### config.mk
export PLATFORM = sky130hd
export DESIGN_NAME = axis_pkt_fifo
export DESIGN_NICKNAME = d
export VERILOG_FILES = /design/src/rtl/axis_pkt_pkg.sv /design/src/rtl/axis_pkt_fifo_mem.sv /design/src/rtl/axis_pkt_fifo.sv
export SDC_FILE = /design/constraint.sdc
export NUM_CORES = 1
export LEC_CHECK = 0
export ABC_AREA = 1
export BUFFER_PORTS_ARGS = -buffer_cell sky130_fd_sc_hd__buf_2
export CELL_PAD_IN_SITES_DETAIL_PLACEMENT = 1
export CELL_PAD_IN_SITES_GLOBAL_PLACEMENT = 1
export CORE_MARGIN = 3
export CORE_UTILIZATION = 46
export DETAILED_ROUTE_END_ITERATION = 16
export GPL_TIMING_DRIVEN = 0
export PLACE_DENSITY = 0.73
export SLEW_MARGIN = 25
export SYNTH_ARGS = -nofsm -noshare
export SYNTH_HDL_FRONTEND = slang
export SYNTH_SLANG_ARGS = --single-unit
### constraint.sdc
create_clock -name aclk -period 2.9 [get_ports aclk]
set_input_delay 0.145 -clock aclk [delete_from_list [all_inputs] [get_ports aclk]]
set_output_delay 0.145 -clock aclk [all_outputs]
set_load 0.01 [all_outputs]
### src/rtl/axis_pkt_pkg.sv
// Shared types and constants for the store-and-forward AXI4-Stream packet FIFO.
package axis_pkt_pkg;

  typedef enum logic {
    ST_STORE,
    ST_FORCE
  } rel_state_t;

  localparam logic [15:0] OVERSIZE_MAX = 16'hFFFF;

endpackage

### src/rtl/axis_pkt_fifo_mem.sv
// DEPTH x (DATA_W+1) beat storage: synchronous write port, asynchronous read port.
module axis_pkt_fifo_mem #(
  parameter int  DATA_W = 32,
  parameter int  DEPTH  = 16,
  localparam int AW     = $clog2(DEPTH)
) (
  input  logic            clk,
  input  logic            we,
  input  logic [AW-1:0]   waddr,
  input  logic [DATA_W:0] wdata,
  input  logic [AW-1:0]   raddr,
  output logic [DATA_W:0] rdata
);

  logic [DATA_W:0] mem_q [DEPTH];

  // NOTE: the storage array has no reset; the pointers and counters alone decide
  // which entries are meaningful, so clearing it would only add reset fan-out.
  // NOTE: sequential state is always updated with <= so every flop samples
  // pre-edge values regardless of statement order.
  always_ff @(posedge clk) begin
    if (we) mem_q[waddr] <= wdata;
  end

  assign rdata = mem_q[raddr];

endmodule

### src/rtl/axis_pkt_fifo.sv
// Store-and-forward AXI4-Stream packet FIFO: a packet is released only once its
// TLAST beat is stored, with a cut-through fallback when a packet outgrows DEPTH.
module axis_pkt_fifo
  import axis_pkt_pkg::*;
#(
  parameter int  DATA_W = 32,
  parameter int  DEPTH  = 16,
  localparam int CNT_W  = $clog2(DEPTH + 1)
) (
  input  logic              aclk,
  input  logic              aresetn,
  input  logic [DATA_W-1:0] s_axis_tdata,
  input  logic              s_axis_tvalid,
  input  logic              s_axis_tlast,
  output logic              s_axis_tready,
  output logic [DATA_W-1:0] m_axis_tdata,
  output logic              m_axis_tvalid,
  output logic              m_axis_tlast,
  input  logic              m_axis_tready,
  output logic [CNT_W-1:0]  level,
  output logic [CNT_W-1:0]  pkt_count,
  output logic [15:0]       oversize_cnt
);

  localparam int               AW      = $clog2(DEPTH);
  localparam logic [CNT_W-1:0] DEPTH_C = CNT_W'(DEPTH);
  localparam logic [CNT_W-1:0] CNT_ONE = CNT_W'(1);
  localparam logic [AW:0]      PTR_ONE = (AW + 1)'(1);

  typedef struct packed {
    logic              last;
    logic [DATA_W-1:0] data;
  } entry_t;

  logic [AW:0]      wr_ptr_q, wr_ptr_d, rd_ptr_q, rd_ptr_d;
  logic [CNT_W-1:0] level_q, level_d, pkt_count_q, pkt_count_d;
  logic [15:0]      oversize_q, oversize_d;
  rel_state_t       state_q, state_d;

  entry_t wr_entry, head;
  logic   empty, full, force_rel, wr, rd, wr_last, rd_last;

  // Extra pointer MSB distinguishes a full buffer from an empty one.
  assign empty     = (wr_ptr_q == rd_ptr_q);
  assign full      = (wr_ptr_q[AW] != rd_ptr_q[AW]) && (wr_ptr_q[AW-1:0] == rd_ptr_q[AW-1:0]);
  assign force_rel = (state_q == ST_FORCE);

  assign s_axis_tready = !full;
  assign m_axis_tvalid = !empty && ((pkt_count_q != '0) || force_rel);
  assign wr            = s_axis_tvalid && s_axis_tready;
  assign rd            = m_axis_tvalid && m_axis_tready;
  assign wr_last       = wr && s_axis_tlast;
  assign rd_last       = rd && head.last;

  assign wr_entry     = '{last: s_axis_tlast, data: s_axis_tdata};
  assign m_axis_tdata = head.data;
  assign m_axis_tlast = head.last && m_axis_tvalid;

  assign level        = level_q;
  assign pkt_count    = pkt_count_q;
  assign oversize_cnt = oversize_q;

  axis_pkt_fifo_mem #(
    .DATA_W(DATA_W),
    .DEPTH (DEPTH)
  ) u_mem (
    .clk  (aclk),
    .we   (wr),
    .waddr(wr_ptr_q[AW-1:0]),
    .wdata(wr_entry),
    .raddr(rd_ptr_q[AW-1:0]),
    .rdata(head)
  );

  always_comb begin
    // NOTE: every variable gets a default before any branch, so no path can
    // leave one unassigned and infer a latch.
    wr_ptr_d    = wr_ptr_q;
    rd_ptr_d    = rd_ptr_q;
    level_d     = level_q;
    pkt_count_d = pkt_count_q;
    oversize_d  = oversize_q;
    state_d     = state_q;

    if (wr) wr_ptr_d = wr_ptr_q + PTR_ONE;
    if (rd) rd_ptr_d = rd_ptr_q + PTR_ONE;

    if (wr && !rd)      level_d = level_q + CNT_ONE;
    else if (!wr && rd) level_d = level_q - CNT_ONE;

    if (wr_last && !rd_last)      pkt_count_d = pkt_count_q + CNT_ONE;
    else if (!wr_last && rd_last) pkt_count_d = pkt_count_q - CNT_ONE;

    // A full buffer holding no complete packet can never drain in STORE mode.
    case (state_q)
      ST_STORE: begin
        if ((level_q == DEPTH_C) && (pkt_count_q == '0)) begin
          state_d = ST_FORCE;
          if (oversize_q != OVERSIZE_MAX) oversize_d = oversize_q + 16'd1;
        end
      end
      ST_FORCE: begin
        if (rd_last) state_d = ST_STORE;
      end
      default: state_d = ST_STORE;
    endcase
  end

  always_ff @(posedge aclk or negedge aresetn) begin
    if (!aresetn) begin
      wr_ptr_q    <= '0;
      rd_ptr_q    <= '0;
      level_q     <= '0;
      pkt_count_q <= '0;
      oversize_q  <= '0;
      state_q     <= ST_STORE;
    end else begin
      wr_ptr_q    <= wr_ptr_d;
      rd_ptr_q    <= rd_ptr_d;
      level_q     <= level_d;
      pkt_count_q <= pkt_count_d;
      oversize_q  <= oversize_d;
      state_q     <= state_d;
    end
  end

endmodule

Yosys cells after proc, flatten, opt, wreduce, memory -nomap -nowiden
Memories as Yosys holds them, arrays and structs flattened.
Cells that the tools add are included.
Word-level totals
  flip-flop bits (word level): 37
  latch bits: 0
  RAM bits: 528
  memory bits (read-only): 0
  input bits: 37
  output and inout bits: 61
  word-level logic and storage cells: 53
  memories: 1
Memories
  u_mem.mem_q: depth 16, width 33, rd ports 1, clocked after memory_dff 0, wr ports 1, line axis_pkt_fifo_mem.sv:15  | logic [DATA_W:0] mem_q [DEPTH];
Operators by class
  $add $sub $neg: 7
  $mul: 0
  div/mod/pow operators: 0
  order comparisons: 0
  equality and inequality tests: 5
  shift operators: 0
  muxes and demuxes: 9
  bitwise logic cells: 1
  reductions and logical operators: 24
Operator list (count)
  $add A5 B1 Y5 const B: 4
  $mux W5: 4
  $add A16 B1 Y16 const B: 1
  $ne A16 B16 Y1 const B: 1
  $logic_and A1 B1 Y1: 12
  $sub A5 B1 Y5 const B: 2
  $logic_not A1 Y1: 6
  $eq A5 B5 Y1: 1
  $eq A5 B5 Y1 const B: 1
  $logic_not A5 Y1: 1
  $reduce_bool A5 Y1: 1
  $eq A4 B4 Y1: 1
  $mux W1: 4
  $reduce_bool A2 Y1: 2
  $reduce_and A3 Y1: 1
  $pmux W1 S2: 1
  $logic_or A1 B1 Y1: 1
  $ne A1 B1 Y1: 1
  $not A1 Y1: 1

Longest topological paths before layout
Gate-level depths: netlist of the first run.
  depth in word-level cells: 9
  depth in mapped cells: 19
  depth with buffers taken out: 18

By module
A second synthesis of the first run with hierarchy kept.
Second synthesis, totals
  cell total of the unflattened synthesis: 2447
  area total of the unflattened synthesis: 24880.1 um^2
Modules (own cells, without submodules)
  axis_pkt_fifo_mem: instances 1, cells an instance 2152, area each 22580.4 um^2, sequential area each 15855.2 um^2
  axis_pkt_fifo: instances 1, cells an instance 295, area each 2299.7 um^2, sequential area each 925.9 um^2

Worst setup path before layout of the first run
OpenSTA, ideal clock, no wires.
  path kind: reg-to-reg
  from: reg rd_ptr_q[0]
  to: mem u_mem.mem_q[0][0] in the netlist's numbering, enable pin
  setup time: 0.423 ns
  arrival time: 2.571 ns
  required time: 2.477 ns
  setup slack: -0.094 ns
  cell stages (with the launch flop): 11
  buffers on the path: 1
  clock period less this slack: 2.994 ns
  path through: dfrtp_1 -> inv_2 -> buf_6 -> nand2_2 -> nand2_2 -> nor2_4 -> nand3b_4 -> nand2_4 -> inv_4 -> nand2_2 -> nor2_1
Between the ends
  word-level cells in the longest chain between the ends: 6
Ends and longest elaborated chain
  start: declaration: line axis_pkt_fifo.sv:35  | logic [AW:0] wr_ptr_q, wr_ptr_d, rd_ptr_q, rd_ptr_d;
  start signal: assignment: line axis_pkt_fifo.sv:119  | rd_ptr_q <= rd_ptr_d;
  $eq A4 B4 Y1: line axis_pkt_fifo.sv:45  | assign full = (wr_ptr_q[AW] != rd_ptr_q[AW]) && (wr_ptr_q[AW-1:0] == rd_ptr_q[AW-1:0]);
  $logic_and A1 B1 Y1: line axis_pkt_fifo.sv:45
  $logic_not A1 Y1: line axis_pkt_fifo.sv:48  | assign s_axis_tready = !full;
  named net s_axis_tready: line axis_pkt_fifo.sv:15  | output logic s_axis_tready,
  $logic_and A1 B1 Y1: line axis_pkt_fifo.sv:50  | assign wr = s_axis_tvalid && s_axis_tready;
  named net u_mem.we: line axis_pkt_fifo_mem.sv:8  | input logic we,
  $mux W1: line axis_pkt_fifo_mem.sv:22  | if (we) mem_q[waddr] <= wdata;
  $mux W1 (not written as such): line axis_pkt_fifo_mem.sv:22
  end: declaration: line axis_pkt_fifo_mem.sv:15
The timed path passes the listed nets, and every way through them passes these cells.

Worst setup path after layout of the first run
  from: reg rd_ptr_q[1]
  to: out m_axis_tdata[31]
Between the ends
  word-level cells in the longest chain between the ends: 1
Ends and longest elaborated chain
  $mem_v2 Z16 W33
  end: declaration: line axis_pkt_fifo.sv:16  | output logic [DATA_W-1:0] m_axis_tdata,
Every way passes these cells.

==> results of run 1 <==
## stage by stage
| step | cell area [µm²] | setup WS (ps) |
|---|---|---|
| finish | 27500 | -22.8 |
| global placement | 24200 | -1930 |
| global route | 27500 | -104 |
| detailed placement | 24800 | -363 |
| floorplan | 22800 | -93.8 |
| CTS | 27200 | -22.7 |
## state kept, by name (all words and copies together) (netlist names)
register and cells:
pkt_count 5, force_rel 1, wr_ptr_q 5, oversize_cnt 16, level 5, rd_ptr_q 5, u_mem.mem_q 528
## layer usage
layer  vias to the layer above  global-route usage
li1                       6928                   -
met1                      8239               0.352
met2                       736               0.476
met3                       205              0.0506
met4                         2               0.119
met5                         -                   0
## cell type report
| cell class | count | area share |
|---|---|---|
| inverter | 40 | 0.00592 |
| multi-input combinational | 1065 | 0.201 |
| clock inverter | 42 | 0.0171 |
| tap | 664 | 0.0303 |
| buffer | 105 | 0.0255 |
| timing repair buffer | 169 | 0.0551 |
| antenna | 1 | 0.0000911 |
| clock buffer | 65 | 0.0538 |
| sequential | 565 | 0.611 |
## cell usage after synthesis, types with 2 or more instances
cell      instances  area share
nor3_1            6      0.0013
o211ai_2          7      0.0038
buf_12            2      0.0018
inv_1            35      0.0058
ha_1             14      0.0077
nor2_1          347       0.057
nand2_1         161       0.026
o21ai_1          25      0.0055
inv_2             4     0.00066
xor2_1           22      0.0084
nor2_2            2     0.00055
buf_4             9      0.0030
o211ai_1         39       0.013
nand2_2           6      0.0016
fa_1              2      0.0018
xnor2_1           3      0.0012
dfrtp_1          37       0.041
o22ai_1          65       0.018
nand4_1           3     0.00082
o21ai_0         255       0.056
buf_6            14      0.0069
nand2_4           2     0.00099
buf_2            21      0.0046
buf_1             3     0.00049
nand3_1          76       0.017
nand3_2           2     0.00088
a21oi_1           3     0.00066
o21ai_2           2     0.00077
edfxtp_1        528        0.69
clkbuf_1         56      0.0092
o221ai_1         18      0.0069
## worst paths after layout
| check | end | startpoint | slack [ps] |
|---|---|---|---|
| setup reg to reg | pkt_count[3] | rd_ptr_q[1] | 30 |
| min in group aclk | wr_ptr_q[0] | s_axis_tvalid | 450 |
| hold reg to reg | oversize_cnt[4] | oversize_cnt[4] | 510 |
| max in group asynchronous | wr_ptr_q[3] | aresetn | 2070 |
| setup / recovery | m_axis_tdata[31] | rd_ptr_q[1] | -20 |
| hold / removal | oversize_cnt[15] | aresetn | 210 |
## worst reg2reg max path: cells and delay by family (launching register included)
kind | cells | cell delay (ps)
buffers and inverters | 5 | 680
DFF | 1 | 410
and+or+nand+nor | 8 | 1040
AOI/OAI and AO/OA | 2 | 220
adders and majority gates | 2 | 400
## report_power, final
group | total (mW) | switching (mW) | leakage [nW] | internal [mW]
clock network | 7.73 | 3.19 | 0.947 | 4.54
registers | 10.3 | 0.377 | 5.25 | 9.88
logic | 11.7 | 8.14 | 3.39 | 3.58
## kinds of logic after synthesis
group,count (synthesis),share of synthesized area
buffers and inverters,145,0.0326
adders and majority gates,16,0.00943
DFF,565,0.735
xor gates and xnor gates,25,0.00959
AOI/OAI and AO/OA,415,0.105
and+or+nand+nor,609,0.109
## timing repair
item / CTS / global route
pin swaps: 3 / 12
setup buffers: 1 / 10
gates resized for setup: 41 / 81
setup endpoints to repair: 34 / 30
hold buffers: 36 / 0
gates cloned: 0 / 2
endpoints found under the hold margin: 574 / 0
==> results, run 1 <==
- The flow ran to the end, but the final reports show violations.
- The final reports fail on negative setup slack.
- Counting flops with an async set or reset pin after synthesis yields a share of 0.0655.
- Along the worst path, the maximum fanout reaches 10.
- The die covers 52,300 µm².
- Leaving out fill and tap cells, the most frequent cells in the layout are edfxtp_1, nor2_1, o21ai_0.
- After layout, the worst setup slack is -22.8 ps.
- In this design, the stage delay of the slowest critical-path cell is 570 ps.
- The number of pins with negative max-slew slack in the final report is 0.
- In the final routed layout, each cell accounts on average for 27.3 µm.
- The clock insertion delay at the later pin of the skew report is 620 ps.
- Dividing the final minimum period by the clock period gives 1.01.
- The TritonCTS clock tree is done.
- The share of final-layout standard cells stronger than drive strength 1 is 0.181.
- The class of the tightest hold or removal check is in2async.
- The total of max-cap violations is 0.
- The number of input and output port buffers inserted is 97.
- Synthesis produced 1,775 cells.
- The routed design uses 5.63 mm of met3 wire.
- The final number of hold-violating endpoints is 0.
- The post-layout total power is 29.7 mW.
- The violation count after the first detailed-routing iteration is 1,621.
- The detail route stage leaves a number of antenna-violating nets equal to 0.
- STA puts the critical path data arrival time at 2780 ps.
- The worst hold slack after final layout is 210 ps.
- The maximum count of clock buffers along a single path is 3.
- The first global-routing pass estimated 109 mm of wire.
- In the synthesized netlist the dominant register cell turns out to be edfxtp_1.
- The total length of routed wires is 74.2 mm.
- The critical path required time is 2760 ps.
- Setup repair after global routing could not meet its margin everywhere.
- The number of antenna violations at the first check in global routing was 3.
- The width of the die is 229 µm.
- The first-pass iteration count of the detailed router is 5.
- The slew of the pin with the lowest slew margin is 900 ps.
- After detailed routing, the number of vias per cell comes to 5.93.
- During I/O placement, the number of pins put on the boundary was 98.
- Registers take 16,800 µm².
- The detailed router put a total of 28.6 mm of wire on met1.
- The vertical die dimension is 229 µm.
- After floorplanning, the core was divided into 81 placement rows.
- Walking the worst path, the cells encountered are buf_6 -> clkbuf_1 -> o21ai_0 -> o21ai_1 -> o211ai_2 -> nand3_1 -> buf_2.
- The number of DRC violations after detailed routing is 0.
- Counting cells, the worst reg-to-reg path comes to 17.
- For this configuration, the core starts out at a cell density of 0.466.
- The average instance area after synthesis is 12.9 µm².
- For this run, the total global-route usage over all layers was measured as 0.279.
- Summed over all cells, the static leakage comes to 9.59 nW.
- Clock-pin slew was measured on the worst setup and hold paths at 70 ps.
- The finished layout holds 2,716 standard cells, fillers aside.
- For this run, the register share of the synthesized area comes to 0.735.
- The setup clock skew after layout is 13.3 ps.
- In this run the cell area of the synthesized design comes to 22,800 µm².
- The area of the core is 49,000 µm².
- The via count of the first global-routing pass is 17.4k.
- The number of synthesized flops with an enable pin is 528.
- The setup violation total in the final timing report is 2.
- Summing all multi-input logic gate instances after layout gives 5510 µm².
- The half-perimeter wire length of the detailed placement result is 47.8 mm.
- The critical path is of the reg2out type.
- Counting buffers and inverters, the worst setup path is 7 cells deep.
- The max-slew headroom at the worst pin is 0.400.
- In this run the number of H-tree levels came out at 2.
- The relative area change from synthesis to final layout is 20.2%.
- For this run, the share of the core covered by cells in the final layout is 0.561.
- The cell at the root of the clock tree is clkbuf_16.
- The number of register bits inferred by synthesis is 565.
- The routed layout has 16.1k vias.
- The total grt overflow is 0.
- Leaving out fill and tap cells, the most frequent cell in the layout is edfxtp_1.
- The routability congestion estimate from global placement is 0.854.
- Detailed routing placed a total of 36.7 mm of wire on met2.
- Derived from the worst setup path, the maximum achievable clock frequency is 0.342 GHz.
- The detailed router used layers up to and including met5.
- The placed instance count is 2,559.
- The highest-delay cell along the critical path is clkbuf_1.
- In this run, distinct cell masters in the synthesized netlist total 37.
- Fill cells in the final layout number 4,865.
- The critical path contains buffers and inverters numbering 3 combined.
- The power density over the cells is 1080 nW/µm².
- The worst setup path is captured at an output port.
- The worst setup path is launched from a register.
- The net count reported at finish is 2,057.
- Broken down by cell family, the worst path's largest delay share belongs to buffers and inverters.
- For this run, the number of Yosys warnings is 0.
- The clock buffer count from CTS is 58.
- In the final timing run, aggregate negative setup slack is -36.8 ps.
- The routed design could run at a clock period as short as 2920 ps.
- Synthesis produced a netlist with a net count of 1,828.
- The maximum ir drop on the vdd rail is 553 µV.
- Entering global routing, the biggest net connects 38 pins.
- Counting every sink on the clock net gives 565.
(Power assumes the default switching activity.)
==> run 2, diff against run 1 <==
ABC_AREA = default   (was 1)
CORE_UTILIZATION = 58   (was 46)
PLACE_DENSITY = 0.81   (was 0.73)
clock period = 3.43 ns   (was 2.9 ns; I/O delays follow)
==> run 2 against run 1 <==
- the flow now finishes without violations
- global-route usage is 0.18 points lower
- critical path type is now reg2reg
- largest power group is now registers
- highest routed layer unchanged
- routed wire length down 26%
- largest cell class unchanged
- synthesized cell count is 41% lower
- clock power is 23% lower
- total power is 26% lower
- die area down 22%
- flip-flop and latch count unchanged
- register-to-register slack better by 120 ps
==> results, run 2 <==
- Yosys mapped a number of flops with a built-in enable equal to 528.
- The total length of routed wires is 55.1 mm.
- The first-pass iteration count of the detailed router is 5.
- The clock net in this run drives a total of 565 sinks.
- The clock insertion delay at the later pin of the skew report is 610 ps.
- In the layout the commonest cells are edfxtp_1, mux4_2, buf_2.
- The max-slew headroom at the worst pin is 0.370.
- The post-route standard cell area excluding fillers is 25,800 µm².
- Wire segments on met2 add up to 27.6 mm in the final route.
- The routability congestion estimate from global placement is 0.763.
- The worst setup path is captured at a register.
- The internal power of the cells totals 14.8 mW.
- The source of the worst register-to-register timing path is rd_ptr_q[1].
- The prevailing post-synth register cell is edfxtp_1.
- For this block, the initial DRC count from the detailed router was 1,110.
- The fraction of registers with async set/reset is 0.0655.
- On the final layout, the worst hold slack is 52.0 ps.
- The distinct cell type count after synthesis is 42.
- The setup clock skew after layout is 19.3 ps.
- The power density over the cells is 849 nW/µm².
- The endpoint arrival time on the critical path is 3760 ps.
- Sorting the synthesized cells by how often they occur yields edfxtp_1, mux4_2, a21oi_1, dfrtp_1.
- Static timing analysis puts the maximum clock frequency at 0.305 GHz.
- The count of nets left with antenna violations once routing finished came out at 0.
- Summing all placed instances gives a cell area of 23,600 µm².
- For this run, design rule violations remaining after detail routing come to 0.
- The part of the total power dissipated in the clock network is 0.271.
- The worst-case IR drop observed on VDD is 489 µV.
- The via count of the first global-routing pass is 12.4k.
- The clock passes through at most 3 buffers.
- The share of total power dissipated in sequential elements is 0.398.
- The top cell type's share of synthesized area is 0.715.
- In this run the worst setup path begins at rd_ptr_q[1].
- The initialized floorplan defines 71 standard-cell rows.
- The reported net switching power is 7.07 mW.
- The run finished with clean final reports.
- For this configuration, the core starts out at a cell density of 0.589.
- The average instance area after synthesis is 21.1 µm².
- In this run the worst path has a maximum fanout of 10.
- In the final routing, the length of wire on met1 measures 21.7 mm.
- During I/O placement, the number of pins put on the boundary was 98.
- Across the run, the number of max-cap violations was 0.
- The width of the die is 202 µm.
- The worst hold path was traced through 5 stages.
- After detailed routing, the average wire length per cell comes to 30.6 µm.
- The synthesized netlist cell count is 1,051.
- By area the synthesized netlist is led by edfxtp_1, mux4_2, dfrtp_1, mux2i_1, a211oi_1.
- The post-layout total power is 21.9 mW.
- The nature of the critical path startpoint is a register.
- The critical path required time is 3910 ps.
- Of the total power, combinational logic draws 0.330.
- The clock period could shrink to 3280 ps.
- The setup check on the worst reg-to-reg path leaves a slack of 150 ps.
- The region available for standard cell placement spans 37,700 µm².
- edfxtp_1 takes more of the synthesized area than any other cell.
- The floorplan step defined a die boundary enclosing 40,600 µm².
- The critical path class is reg2reg.
- The launch point of the worst hold path is m_axis_tready.
- Synthesis inferred 565 register bits.
- The reported leakage power is 8.72 nW.
- The number of clock buffers added by TritonCTS is 55.
- Of the available clock period, the critical path in the final layout requires 0.957.
- The complex-gate fraction of the synthesized area came to 0.0246.
- For this run, the register share of the synthesized area comes to 0.756.
- The first global-routing pass estimated 82.0 mm of wire.
- Setup violations remaining at the end of the flow were counted as 0.
- Of the total synthesized cell area, the portion taken by XOR and XNOR cells is 0.0154.
- The register with the most flip-flops in the final layout is u_mem.mem_q.
- TritonCTS built the clock tree.
- Yosys instantiated no cell more often than edfxtp_1.
- The cell count of the worst reg-to-reg path is 13.
- After clock tree synthesis, the clock-pin slew on the worst setup and hold paths is 60 ps.
- The amount of wire on met3 after detailed routing is 3.96 mm.
- The slew of the pin with the lowest slew margin is 945 ps.
- The simple-gate share of the synthesized area is 0.0312.
- The highest metal layer used by the detailed router is met5.
- The number of flip-flops under the largest register name is 528.
- The share of final-layout standard cells stronger than drive strength 1 is 0.302.
- For this run, the total global-route usage over all layers was measured as 0.277.
- The H-tree depth reported by CTS is 2.
- The net count after synthesis is 1,104.
- The per-cell via count in the routed design is 6.39.
- The proportion of total power due to net switching is 0.323.
- The number of input and output port buffers inserted is 97.
- The half-perimeter wire length of the detailed placement result is 31.3 mm.
- The number of antenna violations at the first check in global routing is 1.
- Leaving out fill and tap cells, the most frequent cell in the layout is edfxtp_1.
- After synthesis, the share of cell area in mux cells is 0.150.
- The final number of hold-violating endpoints is 0.
- After the last flow step, the layout net total stands at 1,299.
- From bottom edge to top edge, the die measures 202 µm.
- CTS placed an instance of clkbuf_16 at the clock tree root.
- Of the total synthesized cell area, the portion taken by full adders, half adders and majority gates is 0.00970.
- The number of inserted diodes is 0.
- The class of the tightest hold or removal check is in2reg.
- The overall via count from detail_route is 11.5k.
- Compared with the post-synthesis result, the final layout area differs by 16.1%.
- The maximum number of pins on one net before global-route repair is 38.
- After synthesis, the largest family of logic cells by area is multiplexers.
- The number of pins with negative max-slew slack in the final report came to 0.
- For this run the aggregate overflow at the end of global routing stands at 0.
- The mapped netlist covers 22,200 µm².
- The count of yosys warnings during synthesis is 0.
==> run 2: cell types whose count changed after synthesis, moves of 35 or more <==
cell / before / now
nor2_1: 347 / 7
nor2b_1: 0 / 35
nand3_1: 76 / 5
o22ai_1: 65 / 0
mux4_2: 0 / 131
o211ai_1: 39 / 0
nand2_1: 161 / 19
o21ai_0: 255 / 6
==> run 2: kinds of logic after synthesis <==
| group | after synthesis |
|---|---|
| AO/OA/AOI/OAI | 86 |
| XOR/XNOR | 39 |
| adder cells (fa/ha/maj) | 16 |
| buffers and inverters | 65 |
| flip-flops | 565 |
| multiplexers | 169 |
| AND/OR/NAND/NOR | 111 |
==> run 2: critical path, stage by stage (launching register included) <==
cell and delay (ps):
dfrtp_1 390, buf_8 190, mux4_2 510, mux2_2 280, a22o_1 270, nand2_1 110
ha_1 190, inv_1 110, fa_1 420, a21o_1 190, a21oi_2 150, xnor2_1 130
nor2_1 60, xor2_1 150
==> run 2: worst paths after layout <==
kind | endpoint
min in group asynchronous | rd_ptr_q[2]
worst min-delay path | rd_ptr_q[2]
worst max register to register | pkt_count[4]
worst min register to register | oversize_cnt[10]
max in group asynchronous | rd_ptr_q[0]
worst max-delay path | pkt_count[4]
==> run 2: layout make-up <==
| type | instances | area (µm²) |
|---|---|---|
| fillers | 3059 | 11900 |
| inverters | 7 | 26.3 |
| plain buffers | 54 | 295 |
| clock inverters | 32 | 318 |
| well taps | 511 | 639 |
| flip-flops and latches | 565 | 16800 |
| repair buffers | 142 | 1050 |
| multi-input cells | 421 | 5230 |
| clock buffers | 65 | 1440 |
==> run 2: repair_timing <==
action	in CTS	in global routing
pin swaps	0	1
resized for setup	29	9
setup endpoints to repair	38	7
endpoints found under the hold margin	565	0
hold buffers	34	0
setup buffers	0	2
==> run 2: metal layers <==
layer  track usage  vias up
met5             0        -
met4        0.0969        2
met3        0.0542      107
met2         0.456      588
met1         0.379     6065
li1              -     4717
==> run 2: through the flow <==
| step | setup slack [ps] | util | cells | setup TNS [ps] |
|---|---|---|---|---|
| floorplan | 332 | - | 1051 | 0 |
| global route | -2.53 | 0.684 | 1797 | -2.53 |
| detailed placement | -452 | 0.626 | 1668 | -2740 |
| finish | 148 | 0.684 | 1797 | 0 |
| global placement | -1400 | 0.619 | 1659 | -208490 |
| CTS | 29.3 | 0.683 | 1795 | 0 |
==> run 2: power by group through the flow <==
stage	combinational (mW)	clock, mW	sequential (mW)
2_1_floorplan	4.51	0	8.70
3_3_place_gp	6.60	0	8.72
3_5_place_dp	7.03	0	8.76
4_1_cts	7.17	5.99	8.70
5_1_grt	7.70	6.29	8.77
6_report	7.23	5.94	8.71
==> run 3, diff against run 2 <==
ABC_AREA = 1   (was default)
CORE_UTILIZATION = 55   (was 58)
PLACE_DENSITY = 0.82   (was 0.81)
==> run 3 against run 2 <==
- die area grew 8.3%
- clock power is 4.4% higher
- total power is 13% higher
- worst setup slack lost 60 ps
- final area is 4.2% higher
- sequential share of layout area is 2.6 points lower
- routed wire length is 48% higher
==> results, run 3 (synthesis results as in run 1) <==
- The average wire length per cell after detail routing is 31.6 µm.
- The reg-to-reg setup timing slack is 90 ps.
- The overall via count from detail_route is 17.2k.
- The number of pins with negative max-slew slack in the final report is 0.
- The run finished with clean final reports.
- The class of the tightest hold or removal check is in2async.
- Setup repair after global routing left no endpoint under its margin.
- Summed over all layers, the global routing overflow is 0.
- Clock tree synthesis selected as its root buffer the cell clkbuf_16.
- After layout, the worst setup slack is 87.8 ps.
- The first global-routing pass estimated 119 mm of wire.
- The startpoint identified for the worst register-to-register timing path is rd_ptr_q[0].
- The H-tree was split into 2 levels.
- The register area is 16,800 µm².
- IR analysis of the VDD net gives a maximum drop of 657 µV.
- The wire-length estimate of the detail-placed layout is 50.3 mm.
- The number of antenna violations at the first check in global routing is 3.
- The total die area is 44,000 µm².
- The most flop-heavy register is u_mem.mem_q.
- The via count of the first global-routing pass was 18.5k.
- The endpoint arrival time on the critical path is 3840 ps.
- The share of final-layout standard cells stronger than drive strength 1 is 0.145.
- For this design the static power due to leakage is 9.32 nW.
- The vertical die dimension is 210 µm.
- The TritonCTS clock tree is done.
- The most common cell after layout, fill and taps aside is edfxtp_1.
- The utilization after layout is 0.656.
- Post-CTS timing repair inserted 0 buffers for setup.
- Across the run, the number of max-cap violations was 0.
- The max-slew headroom at the worst pin is 0.364.
- The clock insertion delay at the later pin of the skew report is 630 ps.
- Pin placement for this block handled 98 I/O pins.
- The first-pass iteration count of the detailed router is 5.
- In the final design database the tool counted 2,042 nets.
- After detailed routing, the number of vias per cell comes to 6.69.
- The finished cells cover 26,900 µm².
- The number of antenna diodes in the final layout is 0.
- The worst flop-to-flop path endpoint is pkt_count[3].
- Summing internal, switching and leakage power gives 24.8 mW.
- At the pin with the least slew margin, the transition time is 952 ps.
- The nature of the critical path startpoint is a register.
- Clock skew on the completed layout was measured at 33.7 ps.
- Clock tree synthesis found a total of 565 sinks.
- The number of flip-flops under the largest register name is 528.
- The time the final worst path needs with I/O delays and setup is 3340 ps.
- Row generation in the floorplan step produced 74 rows.
- Summing all multi-input logic gate instances after layout gives 5440 µm².
- Counting cells, the worst reg-to-reg path comes to 18.
- The critical path is of the reg2reg type.
- The count of nets left with antenna violations once routing finished came out at 0.
- The count of filler cells inserted in the layout is 3,897.
- The placed instance count is 2,426.
- After detailed routing, the number of remaining DRC violations is 0.
- The worst slack at placement is 233 ps.
- The final number of hold-violating endpoints was 0.
- For this configuration, the core starts out at a cell density of 0.558.
- The total cell area at the placement stage is 24,700 µm².
- For this run, the total global-route usage over all layers was measured as 0.368.
- The maximum clock rate is 0.299 GHz.
- Of the available clock period, the critical path in the final layout requires 0.974.
- The clock-pin slew on the worst setup and hold paths is 80 ps.
- Routability-driven placement finished with a final weighted congestion of 0.860.
- Relative to the synthesized area, the layout overhead comes to 17.6%.
- In this run the standard cell core region covers 40,900 µm².
- The sort of element at the end of the critical path is a register.
- The first routing iteration left 2,494 violations.
- TritonCTS created 57 clock buffers.
- Dividing total power by cell area gives a power density of 924 nW/µm².
- The setup violation total in the final timing report is 0.
- The library cells used most frequently in the layout, excluding fill and tap cells, are edfxtp_1, nor2_1, o21ai_0.
- The width of the die is 210 µm.
- The peak fanout along the critical path is 10.
- After detailed routing, the total wire length is 81.2 mm.
- The count of cells in the finished layout, fillers not included, comes to 2,567.
- The maximum count of clock buffers along a single path is 3.
- The critical path required time is 3930 ps.
- Port buffering added 97 buffers.
- Entering global routing, the biggest net connects 38 pins.
run 3: changes by cell type in the layout (fill, tap and decap cells not counted), sizes merged, moves of 65 or more:
cell / before / now
nor2: 7 / 350
o21ai: 6 / 282
nand3: 5 / 79
nand2: 19 / 169
o22ai: 0 / 65
mux4: 131 / 0
run 3: worst max-delay path, cell delays in order (launching register included):
cell	delay (ps)
dfrtp_2	470
buf_8	200
buf_12	170
buf_12	150
nand2_1	90
nand3_1	120
nand3_1	120
nand3_2	130
nand3_1	110
ha_1	250
inv_1	160
ha_1	260
nand2_1	120
inv_1	80
o21ai_1	180
nand2_1	100
or2_2	300
nand3_1	90
o21ai_0	100
run 3: stage by stage:
step	hold slack, ps	setup TNS, ps
floorplan	-124	0
global placement	345	-529930
detailed placement	346	0
CTS	242	0
global route	114	0
finish	81.7	0
run 3: worst max path at each step:
stage,startpoint,endpoint,cells after the start
after floorplan,rd_ptr_q[0],u_mem.mem_q[0][0],10
after CTS,rd_ptr_q[1],m_axis_tdata[16],9
after global routing,rd_ptr_q[0],pkt_count[3],19
final,rd_ptr_q[0],pkt_count[3],18
after global placement,rd_ptr_q[0],u_mem.mem_q[8][16],10
after detailed placement,rd_ptr_q[3],pkt_count[3],16
run 3: what timing repair did:
item | CTS | global route
endpoints found under the hold margin | 569 | 0
hold buffers | 36 | 0
setup endpoints to repair | 0 | 15
gates resized for setup | 0 | 23
run 3: layout make-up:
| type | instances | share of cell area |
|---|---|---|
| repair buffers | 155 | 0.0527 |
| plain buffers | 105 | 0.0226 |
| well taps | 532 | 0.0248 |
| multi-input cells | 1065 | 0.202 |
| inverters | 40 | 0.00596 |
| clock buffers | 70 | 0.0549 |
| flip-flops and latches | 565 | 0.625 |
| clock inverters | 35 | 0.0115 |
run 3: per-layer routing:
metal  track usage  up-vias  wire [µm]
li1              -     6903          -
met1         0.447     8640      28200
met2         0.618     1260      40300
met3        0.0839      362       8280
met4         0.196        6       4430
met5             0        -         41
run 3: power breakdown:
part | total [mW] | switching, mW | internal (mW)
Clock | 6.20 | 2.77 | 3.43
Sequential | 8.72 | 0.369 | 8.35
Combinational | 9.88 | 7.13 | 2.75
